### src/rtl/adma_atx_ostd_ctrl.sv
// ---------------------------------------------------------------------------
// adma_atx_ostd_ctrl
// Outstanding-transaction controller between the DMA AXI transaction
// scheduler and the AXI AR/AW issue stage. A scheduled transaction is only
// passed on while both the global and the per-channel in-flight counts are
// below their limits. Completion IDs are mapped back to their owning channel,
// which decrements the counts and raises a one-cycle atx_done pulse.
//
// Ports:
//   clk, rst        clock, asynchronous active-high reset
//   bwd_atx_chn_id  channel of the offered transaction
//   bwd_atx_vld     scheduler offers a transaction
//   bwd_atx_rdy     transaction accepted toward AXI (combinational)
//   fwd_atx_vld     transaction forwarded to AXI issue stage (combinational)
//   fwd_atx_rdy     AXI issue stage ready
//   atx_id          per-channel AXI ID, static while the channel is busy
//   cpl_id, cpl_vld completion ID and one-cycle completion strobe
//   atx_done        per-channel registered completion pulse
//   chn_ostd_cnt    per-channel in-flight count (registered)
//   ostd_cnt        total in-flight count (registered)
//   idle            registered, high when ostd_cnt is zero
//   cpl_err         sticky unmatched/surplus completion flag
//   err_clr         clears cpl_err (a new error in the same cycle wins)
// ---------------------------------------------------------------------------
module adma_atx_ostd_ctrl #(
  parameter int DMA_CHN_NUM   = 4,
  parameter int MST_ID_W      = 5,
  parameter int ATX_NUM_OSTD  = 4,
  parameter int CHN_OSTD_MAX  = 2,
  parameter int DMA_CHN_NUM_W = $clog2(DMA_CHN_NUM),
  parameter int OSTD_CNT_W    = $clog2(ATX_NUM_OSTD + 1),
  parameter int CHN_CNT_W     = $clog2(CHN_OSTD_MAX + 1)
) (
  input  logic                     clk,
  input  logic                     rst,
  input  logic [DMA_CHN_NUM_W-1:0] bwd_atx_chn_id,
  input  logic                     bwd_atx_vld,
  output logic                     bwd_atx_rdy,
  output logic                     fwd_atx_vld,
  input  logic                     fwd_atx_rdy,
  input  logic [MST_ID_W-1:0]      atx_id [0:DMA_CHN_NUM-1],
  input  logic [MST_ID_W-1:0]      cpl_id,
  input  logic                     cpl_vld,
  output logic                     atx_done [0:DMA_CHN_NUM-1],
  output logic [CHN_CNT_W-1:0]     chn_ostd_cnt [0:DMA_CHN_NUM-1],
  output logic [OSTD_CNT_W-1:0]    ostd_cnt,
  output logic                     idle,
  output logic                     cpl_err,
  input  logic                     err_clr
);

  logic                     grant_ok_s;
  logic                     issue_s;
  logic                     match_vld_s;
  logic [DMA_CHN_NUM_W-1:0] match_chn_s;
  logic                     cpl_ok_s;
  logic [OSTD_CNT_W-1:0]    ostd_nxt_s;
  logic [CHN_CNT_W-1:0]     chn_nxt_s [0:DMA_CHN_NUM-1];
  logic                     chn_dec_s [0:DMA_CHN_NUM-1];

  // Credit check on registered counts; a freed credit is seen one cycle later.
  always_comb begin
    grant_ok_s  = (ostd_cnt < OSTD_CNT_W'(ATX_NUM_OSTD)) &&
                  (chn_ostd_cnt[bwd_atx_chn_id] < CHN_CNT_W'(CHN_OSTD_MAX));
    fwd_atx_vld = bwd_atx_vld & grant_ok_s;
    bwd_atx_rdy = fwd_atx_rdy & grant_ok_s;
    issue_s     = bwd_atx_vld & bwd_atx_rdy;
  end

  // Completion match: lowest channel with this ID that still has work in
  // flight. Scanning downward lets the lowest hit overwrite higher ones.
  always_comb begin
    match_vld_s = 1'b0;
    match_chn_s = {DMA_CHN_NUM_W{1'b0}};
    for (int c = DMA_CHN_NUM - 1; c >= 0; c--) begin
      if ((atx_id[c] == cpl_id) && (chn_ostd_cnt[c] != {CHN_CNT_W{1'b0}})) begin
        match_vld_s = 1'b1;
        match_chn_s = DMA_CHN_NUM_W'(c);
      end else begin
        match_vld_s = match_vld_s;
        match_chn_s = match_chn_s;
      end
    end
    cpl_ok_s = cpl_vld & match_vld_s;
  end

  // Next-state counts; an issue and a completion in one cycle cancel out.
  always_comb begin
    case ({issue_s, cpl_ok_s})
      2'b10:   ostd_nxt_s = ostd_cnt + OSTD_CNT_W'(1);
      2'b01:   ostd_nxt_s = ostd_cnt - OSTD_CNT_W'(1);
      default: ostd_nxt_s = ostd_cnt;
    endcase
    for (int c = 0; c < DMA_CHN_NUM; c++) begin
      chn_dec_s[c] = cpl_ok_s && (match_chn_s == DMA_CHN_NUM_W'(c));
      case ({issue_s && (bwd_atx_chn_id == DMA_CHN_NUM_W'(c)), chn_dec_s[c]})
        2'b10:   chn_nxt_s[c] = chn_ostd_cnt[c] + CHN_CNT_W'(1);
        2'b01:   chn_nxt_s[c] = chn_ostd_cnt[c] - CHN_CNT_W'(1);
        default: chn_nxt_s[c] = chn_ostd_cnt[c];
      endcase
    end
  end

  // Counter, pulse and status registers.
  always_ff @(posedge clk or posedge rst) begin
    if (rst) begin
      ostd_cnt <= {OSTD_CNT_W{1'b0}};
      idle     <= 1'b1;
      cpl_err  <= 1'b0;
      for (int c = 0; c < DMA_CHN_NUM; c++) begin
        chn_ostd_cnt[c] <= {CHN_CNT_W{1'b0}};
        atx_done[c]     <= 1'b0;
      end
    end else begin
      ostd_cnt <= ostd_nxt_s;
      idle     <= (ostd_nxt_s == {OSTD_CNT_W{1'b0}});
      if (cpl_vld && !match_vld_s) begin
        cpl_err <= 1'b1;
      end else if (err_clr) begin
        cpl_err <= 1'b0;
      end else begin
        cpl_err <= cpl_err;
      end
      for (int c = 0; c < DMA_CHN_NUM; c++) begin
        chn_ostd_cnt[c] <= chn_nxt_s[c];
        atx_done[c]     <= chn_dec_s[c];
      end
    end
  end

endmodule

### config.mk
export PLATFORM = sky130hd
export DESIGN_NAME = adma_atx_ostd_ctrl
export DESIGN_NICKNAME = d
export VERILOG_FILES = /design/src/rtl/adma_atx_ostd_ctrl.sv
export SDC_FILE = /design/constraint.sdc
export NUM_CORES = 1
export LEC_CHECK = 0
export ABC_AREA = 1
export BUFFER_PORTS_ARGS = -buffer_cell sky130_fd_sc_hd__buf_4
export CAP_MARGIN = 5
export CORE_ASPECT_RATIO = 0.7
export CORE_UTILIZATION = 40
export DETAILED_ROUTE_END_ITERATION = 7
export PLACE_DENSITY = 0.77
export SLEW_MARGIN = 20
export SYNTH_ARGS = -nofsm -noshare
export SYNTH_HDL_FRONTEND = slang
export SYNTH_SLANG_ARGS = --single-unit
### constraint.sdc
create_clock -name clk -period 2.68 [get_ports clk]
set_input_delay 0.536 -clock clk [delete_from_list [all_inputs] [get_ports clk]]
set_output_delay 0.536 -clock clk [all_outputs]
set_load 0.05 [all_outputs]
# Yosys cells after proc, flatten, opt, wreduce, memory -nomap -nowiden
# Index checks and enable logic that the tools add are counted.
word_totals:
  input_bits: 33
  out_inout_bits: 19
  reg_bits: 17
  wordCells: 94
op_classes:
  add_sub_neg: 10
  n_mux: 18
  reduce_logical: 27
  bitwise: 5
  eq_ne: 20
  order_cmp: 3
ops:
  columns: ["operator", "count"]
  rows:
  - ["$eq A5 B5 Y1", 4]
  - ["$eq A2 B2 Y1 const B", 9]
  - ["$reduce_bool A2 Y1", 9]
  - ["$pmux W2 S2", 4]
  - ["$eq A2 B1 Y1 const B", 7]
  - ["$logic_and A1 B1 Y1", 14]
  - ["$mux W2", 6]
  - ["$add A2 B1 Y2 const B", 4]
  - ["$sub A2 B1 Y2 const B", 4]
  - ["$mux W1", 6]
  - ["$pmux W3 S2", 1]
  - ["$and A1 B1 Y1", 4]
  - ["$bmux W2 S2", 1]
  - ["$logic_not A2 Y1", 2]
  - ["$add A3 B1 Y3 const B", 1]
  - ["$ge A3 B3 Y1 const B", 1]
  - ["$logic_not A3 Y1", 1]
  - ["$lt A3 B3 Y1 const B", 1]
  - ["$not A2 Y3", 1]
  - ["$sub A3 B1 Y3 const B", 1]
  - ["$lt A2 B2 Y1 const B", 1]
  - ["$logic_not A1 Y1", 1]

# Logic depth before layout (Yosys ltp)
logic_depth:
  depth_word: 11
  mapped_depth: 14
  ltp_nobuf: 14

# Worst setup path before layout
# No wires, ideal clock.
synth_path:
  kind: "flip-flop to flip-flop"
  from: "reg chn_ostd_cnt[5] (netlist bit)"
  to: "reg idle"
  t_arrival_ns: 2.792
  n_path_buf: 0
  synth_period_minus_slack_ns: 2.873
  stages_incl_launch_ff: 11
  setup_time_ns: 0.082
  required_ns: 2.598
  slack_ns: -0.193
  cell_sequence: "dfrtp_1 nand3_1 nand3_2 nor3b_2 nand2_2 ha_1 fa_1 a21oi_1 o21ai_0 xor2_1 nor3_1"
synth_via:
  elab_chain_cells: 10
  word_cells_on_any_way: 16
  classes_between: "order compare (1); eq/ne (2); mux (6); bitwise (3); reduce/logical (4)"
synth_rtl:
  columns: ["item", "line_no", "text"]
  rows:
  - ["from (decl)", "45", "output logic [CHN_CNT_W-1:0] chn_ostd_cnt [0:DMA_CHN_NUM-1],"]
  - ["from (signal, indexed assignment)", "111", "chn_ostd_cnt[c] <= {CHN_CNT_W{1'b0}};"]
  - ["from (signal, indexed assignment)", "125", "chn_ostd_cnt[c] <= chn_nxt_s[c];"]
  - ["$bmux W2 S2", "64", "(chn_ostd_cnt[bwd_atx_chn_id] < CHN_CNT_W'(CHN_OSTD_MAX));"]
  - ["$mux W2 (not written as such) (2 in a row)", "64", null]
  - ["$lt A2 B2 Y1", "64", null]
  - ["$logic_and A1 B1 Y1", "63", "grant_ok_s = (ostd_cnt < OSTD_CNT_W'(ATX_NUM_OSTD)) &&"]
  - ["$and A1 B1 Y1", "66", "bwd_atx_rdy = fwd_atx_rdy & grant_ok_s;"]
  - ["$and A1 B1 Y1", "67", "issue_s = bwd_atx_vld & bwd_atx_rdy;"]
  - ["$eq A2 B1 Y1 or $eq A2 B2 Y1 (tied branches)", "89", "case ({issue_s, cpl_ok_s})"]
  - ["$pmux W3 S2 (*)", "89", null]
  - ["named net ostd_nxt_s[2]", "57", "logic [OSTD_CNT_W-1:0] ostd_nxt_s;"]
  - ["$logic_not A3 Y1 (*)", "116", "idle <= (ostd_nxt_s == {OSTD_CNT_W{1'b0}});"]
  - ["to (signal assigned)", "116", null]
  - ["to (decl)", "47", "output logic idle,"]
# The timed path passes the listed nets; every way through them passes the cells marked *. The select of a mux whose other input is x is not followed.
# A chain may end at the register's enable or synchronous reset.

# Final worst setup path
layout_path:
  from: "in cpl_id[4]"
  to: "reg idle"
layout_via:
  elab_chain_cells: 10
  word_cells_on_any_way: 17
  classes_between: "eq/ne (6); mux (5); bitwise (1); reduce/logical (5)"
layout_rtl:
  columns: ["item", "line_no", "text"]
  rows:
  - ["from (decl)", "42", "input logic [MST_ID_W-1:0] cpl_id,"]
  - ["$eq A5 B5 Y1", "76", "if ((atx_id[c] == cpl_id) && (chn_ostd_cnt[c] != {CHN_CNT_W{1'b0}})) begin"]
  - ["$logic_and A1 B1 Y1", "76", null]
  - ["$mux W1 (3 in a row)", "76", null]
  - ["$mux W1 (*)", "76", null]
  - ["$and A1 B1 Y1 (*)", "84", "cpl_ok_s = cpl_vld & match_vld_s;"]
  - ["$eq A2 B1 Y1 or $eq A2 B2 Y1 (tied branches)", "89", null]
  - ["$pmux W3 S2 (*)", "89", null]
  - ["named net ostd_nxt_s[2]", "57", null]
  - ["$logic_not A3 Y1 (*)", "116", null]
# The timed path passes the listed nets; every way through them passes the cells marked *.

==> run summary <==
Clock tree synthesis inserted a total of 3 buffers. The final route contains 1247 vias. The tools report the number of design rule violations left after detail routing as 0. Start-to-end type of the worst setup path: input pin to flop.

The first global-routing pass estimated 4.91 mm of wire. The clock passes through at most 2 buffers. Along the worst path, the maximum fanout reaches 5. The starting DRC count in detailed routing came out at 63.

For the final cell utilization of the core, the log shows 60.7%. The number of global-route vias before repair is 1117, and the instance count after placement with tap cells included is 277. Width of the chip: 69.4 um.

In this run the power density over the cells is 827 nW/um2. On the final layout, the worst clock skew is 0.00259 ns. The global route total overflow was 0; the number of instances in the synthesized netlist was 189. Measured along the y axis, the die boundary spans 49.2 um. The number of failing setup endpoints in the final timing report is 0, and the net count of the mapped netlist is 228. The number of buffers inserted by post-CTS setup repair was 0; the average via count per standard cell was 4.44. The final layout contains 285 nets. The floorplan has 16 rows.

The cell sitting at the root of the clock tree is a sky130_fd_sc_hd__clkbuf_8. The critical path data required time is 2.85 ns, and the post-cts sizing count is 0. Data arrives at the worst endpoint at 2.53 ns. The tools report the final hold violation count as 0. For the sequential share of the synthesized area, the log shows 33.5%. The beginning of the worst register-to-register path was chn_ostd_cnt[1]. The relative slew slack came out at 56.3%. STA classifies the critical path endpoint as a flop.

For this design, the CTS-stage hold fixing added 0 buffers. For the filler-free cell count of the finished design, the log shows 281. The flow ran to the end, and the final reports show no timing, DRC or antenna violations. The achievable clock frequency came out at 424 MHz. Cell taking the most area after synthesis: sky130_fd_sc_hd__dfrtp_1. For the total die area, the log shows 3420 um2. The area of the mapped netlist is 1270 um2. The average routed wire per standard cell is 10.0 um.

The run gives 4 as the number of iterations in the first detailed-routing pass. In the final layout, the share of cells above drive strength 1 is 26.1%. The max-slew violation count came out at 0. The summed negative setup slack over all endpoints was 0 ns; the number of clock sinks was 17. The final layout contains routed wiring with a total length of 2.82 mm.

The count of input and output buffers came out at 51. For the sum of net half-perimeters after detailed placement, the log shows 2.38 mm. The count of nets left with antenna violations once routing finished came out at 0. The signed area change from the synthesized netlist to the final layout is 38.4%.

The repair_antennas step left the layout with diodes totalling 0. Clock latency on the worst-skew pair, taken at its later pin, is 0.25 ns. TritonCTS built the clock tree. In this run the worst setup path begins at cpl_id[4]. The post-synthesis average cell area is 6.74 um2, and the largest net degree at the start of global routing is 18.

The worst path uses 88.1% of the clock period. By area the synthesized netlist is led by sky130_fd_sc_hd__dfrtp_1 31%, sky130_fd_sc_hd__nand2_1 17%, sky130_fd_sc_hd__inv_1 11%. The Yosys step of the flow raised 0 warnings. For the count of H-tree levels built during CTS, the log shows 1. The finished cells cover 1760 um2. The clock transition at the registers of the reported paths was 0.06 ns. For this run, global-route usage on met1 was measured as 25.9%.

The tools report the initial antenna violation count as 0. Across the run, the number of max-cap violations was 0. The fraction of post-synthesis cell area in the top cell type by area came out at 31.4%. The routed design could run at a clock period as short as 2.36 ns. In this run the standard cell core region covers 2900 um2. The logs give 0.000532 V for the peak ir drop on the vdd network and 27.7% for the global routing met2 resource utilization. For this configuration, the core starts out at a cell density of 43.9%.

The most crowded layer after global routing was met2. The placed instances occupy a cell area of 1720 um2. Yosys mapped the design onto 20 distinct sky130hd cell types.

The post-synthesis sequential element count was 17; the total global-route track usage was 18.4%. Global routing used 4.55% of the available met3 tracks. In this run the static leakage power is 1.07 nW. Worst min-delay path class: input pin to asynchronous set/reset pin.

The kind of launch point of the worst setup path is an input pin. In this run the count of I/O pins placed on the die edge is 52. For the pin with the worst max-slew slack, the measured transition is 0.655 ns. Setup repair after global routing left no endpoint under its margin. The final weighted congestion in routability-driven placement is 0.841.
worst max-delay path, cell delays in order:
cell	delay, ns
sky130_fd_sc_hd__buf_4	0.13
sky130_fd_sc_hd__inv_1	0.12
sky130_fd_sc_hd__nand2_1	0.06
sky130_fd_sc_hd__nand2_1	0.06
sky130_fd_sc_hd__nor2_1	0.04
sky130_fd_sc_hd__nand3_1	0.10
sky130_fd_sc_hd__nand2_1	0.08
sky130_fd_sc_hd__nor2_1	0.16
sky130_fd_sc_hd__nor2_1	0.07
sky130_fd_sc_hd__ha_1	0.23
sky130_fd_sc_hd__fa_1	0.39
sky130_fd_sc_hd__a21oi_1	0.12
sky130_fd_sc_hd__o21ai_0	0.11
sky130_fd_sc_hd__xor2_1	0.17
sky130_fd_sc_hd__nor3_1	0.15
synth_stat cells:
cell type                  n
sky130_fd_sc_hd__a21oi_1   6
sky130_fd_sc_hd__dfrtp_1  16
sky130_fd_sc_hd__dfstp_2   1
sky130_fd_sc_hd__fa_1      1
sky130_fd_sc_hd__ha_1      5
sky130_fd_sc_hd__inv_1    36
sky130_fd_sc_hd__inv_2     1
sky130_fd_sc_hd__mux2_2    1
sky130_fd_sc_hd__nand2_1  58
sky130_fd_sc_hd__nand2_2   1
sky130_fd_sc_hd__nand3_1  12
sky130_fd_sc_hd__nand3_2   2
sky130_fd_sc_hd__nand4_1   2
sky130_fd_sc_hd__nor2_1   24
sky130_fd_sc_hd__nor3_1    1
sky130_fd_sc_hd__nor3b_1   1
sky130_fd_sc_hd__nor3b_2   1
sky130_fd_sc_hd__o21ai_0   6
sky130_fd_sc_hd__xnor2_1   6
sky130_fd_sc_hd__xor2_1    8
cells by family after synthesis:
logic type	after synthesis	share of synthesized area, %
AND/OR/NAND/NOR	102	33.9
buffers and inverters	37	10.9
flip-flops	17	33.5
XOR/XNOR	14	9.63
AO/OA/AOI/OAI	12	4.72
adder cells (fa/ha/maj)	6	6.48
multiplexers	1	0.884
power breakdown:
part / switching (mW) / internal, mW
registers: 0.0932 / 0.353
logic: 0.549 / 0.275
clock network: 0.0846 / 0.103
total: 0.727 / 0.731
layout make-up:
| class | count | area [um2] |
|---|---|---|
| clock inverters | 1 | 5.00 |
| inverters | 37 | 139 |
| repair buffers | 52 | 390 |
| multi-input cells | 135 | 714 |
| well taps | 36 | 45.0 |
| fillers | 264 | 1140 |
| flip-flops and latches | 17 | 428 |
| clock buffers | 3 | 41.3 |
state kept, by name, summed over array words and instances (netlist names):
signal / cells
ostd_cnt: 3
atx_done: 4
cpl_err: 1
chn_ostd_cnt: 8
idle: 1
metal layers:
layer / wire length [um] / vias up / share of wire, %
li1: - / 682 / -
met1: 1450 / 530 / 51
met2: 1180 / 30 / 42
met3: 155 / 5 / 5.5
met4: 34 / 0 / 1.2
met5: 0 / - / 0
stage by stage:
step / hold WS [ns] / power, mW / setup slack, ns
after floorplan: 0.461 / 1.02 / 0.0127
after global placement: 0.467 / 1.27 / 0.166
after detailed placement: 0.476 / 1.28 / 0.0605
after CTS: 0.403 / 1.47 / 0.320
after global routing: 0.436 / 1.56 / 0.120
final: 0.377 / 1.46 / 0.319
cells in the final DEF, fill, tap and decap left out, drive strengths merged:
cell type	instances
dfstp	1
nand2	59
a21oi	6
nor2	24
nor3b	2
dfrtp	16
clkbuf	3
nor3	1
xor2	8
o21ai	6
buf	52
nand3	14
fa	1
clkinv	1
xnor2	6
inv	37
mux2	1
nand4	2
ha	5
final timing paths:
path | end | slack (ns) | depth (start not counted)
worst min register to register | cpl_err | 0.49 | 2
max in group asynchronous | chn_ostd_cnt[5] | 1.84 | 2
min in group clk | cpl_err | 0.49 | 2
worst min-delay path | atx_done[1] | 0.38 | 2
worst max-delay path | idle | 0.32 | 15
worst max register to register | idle | 0.37 | 14
Note: power is estimated with default switching activity, not from simulation.
